<file path="src/rtl/param_commit_scheduler_pkg.sv">
// Shared types for the parameter-RAM commit scheduler.
// Default widths, the buffered update word and the commit FSM states.
package dsp_param_pkg;

    localparam int PARAM_WIDTH_DEF      = 36;
    localparam int PARAM_ADDR_WIDTH_DEF = 10;
    localparam int FIFO_DEPTH_DEF       = 16;

    typedef struct packed {
        logic [PARAM_ADDR_WIDTH_DEF-1:0] addr;
        logic [PARAM_WIDTH_DEF-1:0]      data;
        logic                            last;
    } param_update_t;

    typedef enum logic {
        IDLE   = 1'b0,
        COMMIT = 1'b1
    } commit_state_t;

endpackage

</file>
<file path="src/rtl/param_commit_scheduler_if.sv">
// Host parameter-update handshake (valid/ready with group-closing last flag).
interface param_commit_scheduler_if
    import dsp_param_pkg::*;
#(
    parameter int AW = PARAM_ADDR_WIDTH_DEF,
    parameter int DW = PARAM_WIDTH_DEF
);

    logic          host_wr_valid;
    logic          host_wr_ready;
    logic [AW-1:0] host_wr_addr;
    logic [DW-1:0] host_wr_data;
    logic          host_wr_last;

    modport master (
        output host_wr_valid,
        output host_wr_addr,
        output host_wr_data,
        output host_wr_last,
        input  host_wr_ready
    );

    modport slave (
        input  host_wr_valid,
        input  host_wr_addr,
        input  host_wr_data,
        input  host_wr_last,
        output host_wr_ready
    );

endinterface

</file>
<file path="src/rtl/param_commit_scheduler_fifo.sv">
// Synchronous FIFO of pending parameter updates with flush.
module param_update_fifo
    import dsp_param_pkg::*;
#(
    parameter int DEPTH = FIFO_DEPTH_DEF
) (
    input  logic          clk,
    input  logic          reset_n,
    input  logic          push,
    input  logic          pop,
    input  logic          flush,
    input  param_update_t din,
    output logic          full,
    output logic          empty,
    output param_update_t head
);

    localparam int PW = $clog2(DEPTH);

    param_update_t mem [DEPTH];
    logic [PW:0]   wr_ptr;
    logic [PW:0]   rd_ptr;

    assign empty = (wr_ptr == rd_ptr);
    assign full  = (wr_ptr[PW] != rd_ptr[PW]) &&
                   (wr_ptr[PW-1:0] == rd_ptr[PW-1:0]);
    assign head  = mem[rd_ptr[PW-1:0]];

    always_ff @(posedge clk or negedge reset_n) begin
        if (!reset_n) begin
            wr_ptr <= '0;
            rd_ptr <= '0;
        end else if (flush) begin
            wr_ptr <= '0;
            rd_ptr <= '0;
        end else begin
            if (push && !full)
                wr_ptr <= wr_ptr + 1'b1;
            if (pop && !empty)
                rd_ptr <= rd_ptr + 1'b1;
        end
    end

    always_ff @(posedge clk) begin
        if (push && !full && !flush)
            mem[wr_ptr[PW-1:0]] <= din;
    end

endmodule

</file>
<file path="src/rtl/param_commit_scheduler.sv">
// Commits complete host parameter groups into the shared RAM between frames.
// Optional commit counter output enabled by PARAM_COMMIT_COUNT_EN.
module param_commit_scheduler
    import dsp_param_pkg::*;
#(
    parameter int PARAM_WIDTH      = PARAM_WIDTH_DEF,
    parameter int PARAM_ADDR_WIDTH = PARAM_ADDR_WIDTH_DEF,
    parameter int FIFO_DEPTH       = FIFO_DEPTH_DEF
) (
    input  logic                        clk,
    input  logic                        reset_n,
    param_commit_scheduler_if.slave     host,
    input  logic                        frame_done,
    input  logic                        frame_start,
    input  logic                        dsp_rd_en,
    input  logic [PARAM_ADDR_WIDTH-1:0] dsp_rd_addr,
    output logic [PARAM_ADDR_WIDTH-1:0] ram_addr,
    output logic                        ram_rd_en,
    output logic                        ram_wr_en,
    output logic [PARAM_WIDTH-1:0]      ram_wr_data,
    output logic                        frame_hold,
    input  logic                        err_clr,
    output logic                        overflow_err,
    output logic                        tear_err
`ifdef PARAM_COMMIT_COUNT_EN
    ,
    output logic [15:0]                 commit_count
`endif
);

    localparam int GW = $clog2(FIFO_DEPTH) + 1;

    commit_state_t state;
    commit_state_t state_nxt;
    logic [GW-1:0] groups_pending;
    logic          window;
    logic          window_nxt;
    param_update_t wr_word;
    param_update_t head;
    logic          full;
    logic          empty;
    logic          push;
    logic          pop;
    logic          flush;
    logic          acc_last;
    logic          com_last;

    assign host.host_wr_ready = !full;
    assign push     = host.host_wr_valid && !full;
    assign wr_word  = '{addr: host.host_wr_addr,
                        data: host.host_wr_data,
                        last: host.host_wr_last};
    // A full FIFO with no closed group can never drain: drop it.
    assign flush    = full && (groups_pending == '0);
    assign pop      = ram_wr_en;
    assign acc_last = push && host.host_wr_last;
    assign com_last = pop && head.last;
    assign window_nxt = frame_start ? 1'b0 :
                        (frame_done ? 1'b1 : window);

    param_update_fifo #(
        .DEPTH (FIFO_DEPTH)
    ) u_fifo (
        .clk     (clk),
        .reset_n (reset_n),
        .push    (push),
        .pop     (pop),
        .flush   (flush),
        .din     (wr_word),
        .full    (full),
        .empty   (empty),
        .head    (head)
    );

    always_ff @(posedge clk or negedge reset_n) begin
        if (!reset_n) begin
            window         <= 1'b0;
            groups_pending <= '0;
        end else begin
            window         <= window_nxt;
            groups_pending <= groups_pending + GW'(acc_last)
                                             - GW'(com_last);
        end
    end

    always_ff @(posedge clk or negedge reset_n) begin
        if (!reset_n)
            state <= IDLE;
        else
            state <= state_nxt;
    end

    always_comb begin
        state_nxt = state;
        unique case (state)
            IDLE: begin
                if (window && groups_pending != '0)
                    state_nxt = COMMIT;
            end
            COMMIT: begin
                if (com_last &&
                    !(window_nxt && groups_pending != GW'(1)))
                    state_nxt = IDLE;
            end
        endcase
        if (flush)
            state_nxt = IDLE;
    end

    // DSP reads always win the single RAM port.
    always_comb begin
        frame_hold  = (state == COMMIT);
        ram_wr_en   = (state == COMMIT) && !dsp_rd_en && !empty;
        ram_rd_en   = dsp_rd_en;
        ram_addr    = dsp_rd_en ? dsp_rd_addr : head.addr;
        ram_wr_data = head.data;
    end

    always_ff @(posedge clk or negedge reset_n) begin
        if (!reset_n) begin
            tear_err     <= 1'b0;
            overflow_err <= 1'b0;
        end else begin
            if (frame_start && frame_hold)
                tear_err <= 1'b1;
            else if (err_clr)
                tear_err <= 1'b0;
            if (flush)
                overflow_err <= 1'b1;
            else if (err_clr)
                overflow_err <= 1'b0;
        end
    end

`ifdef PARAM_COMMIT_COUNT_EN
    always_ff @(posedge clk or negedge reset_n) begin
        if (!reset_n)
            commit_count <= '0;
        else if (err_clr)
            commit_count <= '0;
        else if (com_last)
            commit_count <= commit_count + 16'd1;
    end
`endif

endmodule
</file>
<file path="src/flat_wrapper.sv">
// flat-port wrapper written by rule: the top's interface ports become plain ports
module param_commit_scheduler_flat import dsp_param_pkg::*;
#(
    parameter int PARAM_WIDTH      = PARAM_WIDTH_DEF,
    parameter int PARAM_ADDR_WIDTH = PARAM_ADDR_WIDTH_DEF,
    parameter int FIFO_DEPTH       = FIFO_DEPTH_DEF
)
  (clk, reset_n, frame_done, frame_start, dsp_rd_en, dsp_rd_addr, ram_addr, ram_rd_en, ram_wr_en, ram_wr_data, frame_hold, err_clr, overflow_err, tear_err, host_host_wr_valid, host_host_wr_addr, host_host_wr_data, host_host_wr_last, host_host_wr_ready);
  param_commit_scheduler_if host_i ();
  input  logic clk;
  input  logic reset_n;
  input  logic frame_done;
  input  logic frame_start;
  input  logic dsp_rd_en;
  input  logic [PARAM_ADDR_WIDTH-1:0] dsp_rd_addr;
  output logic [PARAM_ADDR_WIDTH-1:0] ram_addr;
  output logic ram_rd_en;
  output logic ram_wr_en;
  output logic [PARAM_WIDTH-1:0] ram_wr_data;
  output logic frame_hold;
  input  logic err_clr;
  output logic overflow_err;
  output logic tear_err;
  input wire logic [$bits(host_i.host_wr_valid)-1:0] host_host_wr_valid;
  input wire logic [$bits(host_i.host_wr_addr)-1:0] host_host_wr_addr;
  input wire logic [$bits(host_i.host_wr_data)-1:0] host_host_wr_data;
  input wire logic [$bits(host_i.host_wr_last)-1:0] host_host_wr_last;
  output wire logic [$bits(host_i.host_wr_ready)-1:0] host_host_wr_ready;
  assign host_i.host_wr_valid = host_host_wr_valid;
  assign host_i.host_wr_addr = host_host_wr_addr;
  assign host_i.host_wr_data = host_host_wr_data;
  assign host_i.host_wr_last = host_host_wr_last;
  assign host_host_wr_ready = host_i.host_wr_ready;
  param_commit_scheduler #(.PARAM_WIDTH(PARAM_WIDTH), .PARAM_ADDR_WIDTH(PARAM_ADDR_WIDTH), .FIFO_DEPTH(FIFO_DEPTH)) u_core (.clk(clk), .reset_n(reset_n), .host(host_i), .frame_done(frame_done), .frame_start(frame_start), .dsp_rd_en(dsp_rd_en), .dsp_rd_addr(dsp_rd_addr), .ram_addr(ram_addr), .ram_rd_en(ram_rd_en), .ram_wr_en(ram_wr_en), .ram_wr_data(ram_wr_data), .frame_hold(frame_hold), .err_clr(err_clr), .overflow_err(overflow_err), .tear_err(tear_err));
endmodule
</file>
<file path="config.mk">
export PLATFORM = sky130hd
export DESIGN_NAME = param_commit_scheduler_flat
export DESIGN_NICKNAME = d
export VERILOG_FILES = /design/src/rtl/param_commit_scheduler_pkg.sv /design/src/rtl/param_commit_scheduler_if.sv /design/src/rtl/param_commit_scheduler_fifo.sv /design/src/rtl/param_commit_scheduler.sv /design/src/flat_wrapper.sv
export SDC_FILE = /design/constraint.sdc
export NUM_CORES = 1
export LEC_CHECK = 0
export BUFFER_PORTS_ARGS = -buffer_cell sky130_fd_sc_hd__buf_2
export CAP_MARGIN = 0
export CORE_MARGIN = 1.5
export CORE_UTILIZATION = 55
export DETAILED_ROUTE_END_ITERATION = 8
export PLACE_DENSITY_LB_ADDON = 0.15
export SLEW_MARGIN = 40
export SYNTH_ARGS = -nofsm -noshare
export SYNTH_HDL_FRONTEND = slang
export SYNTH_HIERARCHICAL = 1
export SYNTH_SLANG_ARGS = --single-unit
</file>
<file path="constraint.sdc">
create_clock -name clk -period 6.84 [get_ports clk]
set_input_delay 0.684 -clock clk [delete_from_list [all_inputs] [get_ports clk]]
set_output_delay 0.684 -clock clk [all_outputs]
set_load 0.05 [all_outputs]
</file>
==> impl_metrics.tcl, run 1 <==
set metrics [dict create \
    crit_type "reg -> out" \
    power_density_nw_per_um2 455 \
    cts_tree "built" \
    cts_buffers 78 \
    ff2ff_setup_slack_ps 2510 \
    cp_slowest_cell "and2_4" \
    dr.pass1.iters 5 \
    worstPathRequired_ps 6160 \
    die_w_um 237 \
    grt_pass1_wl_mm 98.9 \
    grt_pass1_vias 15400 \
    syn_inst 1512 \
    overflow 0 \
    slowest_delay_ps 760 \
    hold_class "in -> async" \
    cp_common_cell "buf_4" \
    postSynthAreaPerCell_um2 20.0 \
    num_io_pins 116 \
    drive_above_1_share_pct 22.7 \
    reg2reg_to "u_core/groups_pending[4]" \
    drv_cap 0 \
    cp_top_family "buffers and inverters" \
    syn-cell-area_um2 30200 \
    finalClockSkew_ps 24.7 \
    placementRows 85 \
    fmax_mhz 207 \
    rr_worst_depth 15 \
    clk_pin_slew_worst_paths_ps 60 \
    ys_warn_count 6 \
    setup_violations 0 \
    wl_per_cell_um 27.1 \
    final_core_util_pct 63.1 \
    synth_edf_count 752 \
    numPortBuffers 115 \
    synth_nets 1588 \
    worstPathArrival_ps 4140 \
    clk_latency_ps 620 \
    holdWs_ps 15.7 \
    core_um2 54000 \
    cts_max_level 3 \
    status "completed" \
    vias_per_cell 6.30 \
    pre_cts_ws_ps 2450 \
    ant_nets 0 \
    hold_viol 0 \
    holdBufCountCts 0 \
    crit_chain "buf_4 > and2_4 > buf_4 > a221oi_1 > a22oi_1 > nand2_1 > buf_2" \
    cts-root-buf "clkbuf_16" \
    crit_fanout 51 \
    clk_path_buf_depth 3 \
    tns_ps 0 \
    start_util_pct 55.9 \
    area_delta_synth_final_pct 12.9 \
    drcViolationCount 0 \
    r2r_start "u_core/u_fifo/rd_ptr[1]" \
    power_leakage_nw 11.6 \
    drtIter0Drc 1159 \
    synth_ff_type "edfxtp_1" \
    critPathLaunchType "flop" \
    ir_drop_mv 0.332 \
    worst-path-buf-inv 3 \
    grt_start_max_net_pins 74 \
    worst_pin_slew_ps 931 \
    fin_nets 1728 \
    grtUsageTotal_pct 23.8 \
    period_needed_ps 4820 \
    cts_setup_buffers 0 \
    finalPower_mw 15.5 \
    gp_congestion 0.756 \
    routed_wl_mm 65.3 \
    fin_crit_sh_pct 70.5 \
    slew_headroom_pct 37.9 \
    vias 15200 \
    slew_viol_final 0 \
    cts_resized 0 \
    synth_cell_types 47 \
    dp_hpwl_mm 33.6 \
    antenna_found_initial 4 \
    synth_seq_area_share_pct 76.4 \
    ys_ff_latch 771 \
    rsz0062_at_grt "false" \
    end_kind "output pin" \
    numClockSinks 771 \
    die_h_um 237 \
    setup_ws_ps 2020 \
    async_flop_share_pct 2.46 \
    die-area_um2 56300 \
]
synth_stat cells, types with 3 or more instances:
master	n	area [µm²]
edfxtp_1	752	22600
mux2i_1	190	1900
a221oi_1	94	823
mux4_2	94	2120
nand2_1	55	206
a22oi_1	47	353
o21ai_0	44	220
buf_2	33	165
clkbuf_1	32	120
dfrtp_1	19	475
buf_6	16	180
inv_1	16	60.1
and3_1	12	75.1
ha_1	11	138
mux2_2	10	113
nor2_1	10	37.5
nor2b_1	8	50.1
a21oi_1	7	35.0
mux2_1	7	78.8
xor2_1	7	61.3
o21ai_1	6	30.0
nand2b_1	5	31.3
a21oi_2	3	26.3
and2_1	3	18.8
xnor2_1	3	26.3
layer usage:
metal	up-vias	part of all wire [%]	GRT usage, %
li1	6558	-	-
met1	8042	43	34.5
met2	476	49	38.5
met3	86	5.8	3.53
met4	6	1.5	6.27
met5	-	0.060	0
cells by family after synthesis:
| family | share of synthesized area (%) |
|---|---|
| xor gates and xnor gates | 0.290 |
| AOI/OAI and AO/OA | 5.11 |
| buffers and inverters | 1.86 |
| muxes | 13.9 |
| and+or+nand+nor | 1.88 |
| adders and majority gates | 0.522 |
| DFF | 76.4 |
area by class of cell:
type                       instances  area [µm²]
antenna                            1        2.50
clock buffer                      97        2090
clock inverter                    43         449
fill                            3777       19900
inverter                          16        60.1
multi-input combinational        638        6620
sequential                       771       23100
tap                              696         871
timing repair buffer             147         935
sequential cells by signal, indices dropped and copies added (netlist names):
register and cells:
u_core/u_fifo/wr_ptr 5, u_core/overflow_err 1, u_core/groups_pending 5, u_core/window 1, u_core/u_fifo/mem 752, u_core/frame_hold 1
u_core/tear_err 1, u_core/u_fifo/rd_ptr 5
metrics by stage:
| stage | cells | instance area [µm²] |
|---|---|---|
| after global routing | 2409 | 34100 |
| after floorplan | 1512 | 30200 |
| after detailed placement | 2267 | 31500 |
| after CTS | 2407 | 34100 |
| after global placement | 2263 | 31400 |
| final | 2409 | 34100 |
worst max-delay path by stage:
stage | to | depth (start not counted) | start
final | ram_wr_data[5] | 7 | u_core/u_fifo/rd_ptr[1]
after global routing | ram_wr_data[16] | 7 | u_core/u_fifo/rd_ptr[1]
after CTS | ram_wr_data[16] | 7 | u_core/u_fifo/rd_ptr[1]
after detailed placement | u_core/groups_pending[4] | 15 | u_core/u_fifo/rd_ptr[1]
after global placement | ram_wr_data[16] | 7 | u_core/u_fifo/rd_ptr[2]
after floorplan | u_core/u_fifo/mem[8][0] | 9 | u_core/u_fifo/rd_ptr[1]
power breakdown:
part,switching [mW],internal [mW]
logic,3.53,1.78
registers,0.245,5.74
clock network,1.71,2.51
total,5.48,10.0
placed cells by master, fill, tap and decap left out, drive strengths merged, types with 4 or more instances in the layout:
| master | count |
|---|---|
| a21oi | 10 |
| a221oi | 94 |
| a22oi | 47 |
| and2 | 4 |
| and3 | 12 |
| buf | 146 |
| bufinv | 9 |
| clkbuf | 98 |
| clkinv | 29 |
| dfrtp | 19 |
| edfxtp | 752 |
| ha | 11 |
| inv | 20 |
| mux2 | 17 |
| mux2i | 190 |
| mux4 | 94 |
| nand2 | 55 |
| nand2b | 5 |
| nor2 | 11 |
| nor2b | 8 |
| o21ai | 50 |
| xor2 | 7 |
(Power assumes the default switching activity.)
==> run 2, diff against run 1 <==
Settings changed: ABC_AREA set to 1.
Clock period 6.84 ns to 4.2 ns, I/O delays scaled along.
==> run 2 against run 1 <==
  * Critical path type unchanged
  * Sequential share of layout area down 1.1 points
  * Sequential power increased by 60%
  * Highest routed layer is now met4
  * Combinational power increased by 67%
  * Clock-buffer cell count grew 4
  * Die area up 2.5%
  * Worst hold slack improved by 38 ps
  * Largest cell class unchanged
==> impl_metrics.tcl, run 2 <==
set metrics [dict create \
    clk_pin_slew_worst_paths_ps 60 \
    ys_warn_count 6 \
    drv_cap 0 \
    fillCellCount 4236 \
    tns_ps 0 \
    end_kind "output pin" \
    overflow 0 \
    finalClockSkew_ps 16.3 \
    pre_cts_ws_ps 454 \
    synth_mux_area_share_pct 0 \
    numPortBuffers 115 \
    slowest_delay_ps 580 \
    final_area_um2 34600 \
    hold_class "in -> reg" \
    setup_ws_ps 216 \
    synth_compound_area_share_pct 8.49 \
    largest_reg_flops 752 \
    die_h_um 240 \
    synth_most_common_cell "edfxtp_1" \
    die_w_um 240 \
    ir_drop_mv 0.618 \
    dp.cells 3236 \
    dp_hpwl_mm 39.3 \
    power_density_nw_per_um2 723 \
    async_flop_share_pct 2.46 \
    hold_viol 0 \
    postSynthAreaPerCell_um2 12.5 \
    crit_type "reg -> out" \
    numClockSinks 771 \
    area_delta_synth_final_pct 11.9 \
    cts_setup_buffers 0 \
    wl_per_cell_um 22.2 \
    cts_buffers 78 \
    synth_edf_count 752 \
    synth_top_family_by_area "simple AND/OR/NAND/NOR gates" \
    start_util_pct 56.0 \
    ant_nets 0 \
    routed_wl_mm 74.9 \
    core_um2 55300 \
    grt_pass1_wl_mm 114 \
    worstPathArrival_ps 3560 \
    placementRows 86 \
    grt_pass1_vias 18700 \
    num_io_pins 116 \
    clk_path_buf_depth 3 \
    cp_slowest_cell "buf_4" \
    setup_violations 0 \
    yosys-top-cells-count "edfxtp_1 (752), nand2_1 (594), nor2_1 (273)" \
    cts-root-buf "clkbuf_16" \
    hold_start "frame_done" \
    rsz0062_at_grt "false" \
    worstPathRequired_ps 3780 \
    fin_nets 2647 \
    slew_headroom_pct 45.2 \
    syn-cell-area_um2 30900 \
    crit_chain "clkinv_2 > nor2_4 > buf_4 > nand3_1 > nand2_1 > a21oi_1 > o21ai_1 > nand2_1 > nand2_1 > nand2_1 > buf_2" \
    synth_cell_types 32 \
    crit_fanout 43 \
    status "completed" \
    syn_inst 2473 \
    r2r_start "u_core/u_fifo/rd_ptr[2]" \
    period_needed_ps 3980 \
    synthAdderAreaFrac_pct 0.509 \
    slew_viol_final 0 \
    yosys.area_share.simple_pct 13.1 \
    critPathLaunchType "flop" \
    drtIter0Drc 2128 \
    synth_ff_type "edfxtp_1" \
    grt_start_max_net_pins 142 \
    vias 19800 \
    layout_commonest_cell "edfxtp_1" \
    synth_xor_area_share_pct 0.283 \
    fin_crit_sh_pct 94.9 \
    ys_ff_latch 771 \
    synth_nets 2549 \
    cts_tree "built" \
    synth_area_leaders "edfxtp_1 (73%), nand2_1 (7.2%), nor2_1 (3.3%)" \
    yosysTopAreaCell "edfxtp_1" \
    fmax_mhz 251 \
    synth_seq_area_share_pct 74.5 \
    finalPower_mw 25.0 \
    grtUsageTotal_pct 26.4 \
    worst_pin_slew_ps 822 \
    final_cell_mix "edfxtp_1 (752), nand2_1 (593), nor2_1 (267), o21ai_0 (204), a21oi_1 (150)" \
    final_cells 3380 \
    dr.pass1.iters 5 \
    gp_congestion 0.821 \
    drive_above_1_share_pct 11.7 \
    power_leakage_nw 12.2 \
    critPathLaunch "u_core/u_fifo/rd_ptr[2]" \
    cts_max_level 3 \
    vias_per_cell 5.85 \
    antenna_found_initial 1 \
    die-area_um2 57700 \
    netlist.area_leader.share_pct 73.0 \
    clk_latency_ps 610 \
    dpl_cell_area_um2 32200 \
    cp_common_cell "nand2_1" \
    drcViolationCount 0 \
]
## run 2: where the power goes
part / switching [mW] / total [mW] / internal (mW)
Sequential: 0.359 / 9.59 / 9.23
Clock: 2.79 / 6.53 / 3.74
Combinational: 6.77 / 8.91 / 2.14
## run 2: cells by family after synthesis
family	Yosys count
AO/OA/AOI/OAI	481
XOR/XNOR	10
adder cells (fa/ha/maj)	12
buffers and inverters	189
flip-flops	771
AND/OR/NAND/NOR	1010
## run 2: repair_timing
item                                    4_1_cts  5_1_grt
gates resized for setup                       0        2
endpoints found under the setup margin        0        2
hold buffers                                  3        0
hold endpoints to repair                     22        0
## run 2: area by class of cell
| cell class | instances | area, µm² | share of cell area (%) |
|---|---|---|---|
| clock buffers | 101 | 2120 | 6.13 |
| inverters | 37 | 153 | 0.441 |
| well taps | 748 | 936 | 2.70 |
| multi-input cells | 1513 | 7030 | 20.3 |
| flip-flops and latches | 771 | 23100 | 66.6 |
| diodes | 1 | 2.50 | 0.00722 |
| repair buffers | 170 | 1070 | 3.09 |
| clock inverters | 39 | 262 | 0.755 |
## run 2: layer usage
layer | up-vias | wire [µm] | global-route usage, %
met5 | - | 0 | 0
met4 | 0 | 1290 | 7.15
met3 | 99 | 5890 | 4.23
met2 | 811 | 35400 | 41.6
met1 | 9837 | 32300 | 38.6
li1 | 9032 | - | -
## run 2: critical path, delay by kind of cell, from the launching register on
| kind | cells | cell delay (ps) |
|---|---|---|
| buffers and inverters | 3 | 1240 |
| and+or+nand+nor | 6 | 1000 |
| DFF | 1 | 550 |
| AOI/OAI and AO/OA | 2 | 140 |
## run 2: worst paths after layout
check	slack (ps)	endpoint	depth (start not counted)
max	220	ram_addr[9]	11
max reg2reg	470	u_core/u_fifo/mem[12][14]	10
min in group asynchronous	290	u_core/window	2
min	50	u_core/window	3
min reg2reg	510	u_core/overflow_err	2
max in group asynchronous	3550	u_core/u_fifo/rd_ptr[1]	2
## run 2: through the flow
step	utilization, %	hold slack [ps]
after floorplan	-	124
after global placement	58.2	391
after detailed placement	58.3	392
after CTS	62.6	19.2
after global routing	62.6	60.3
final	62.6	53.8
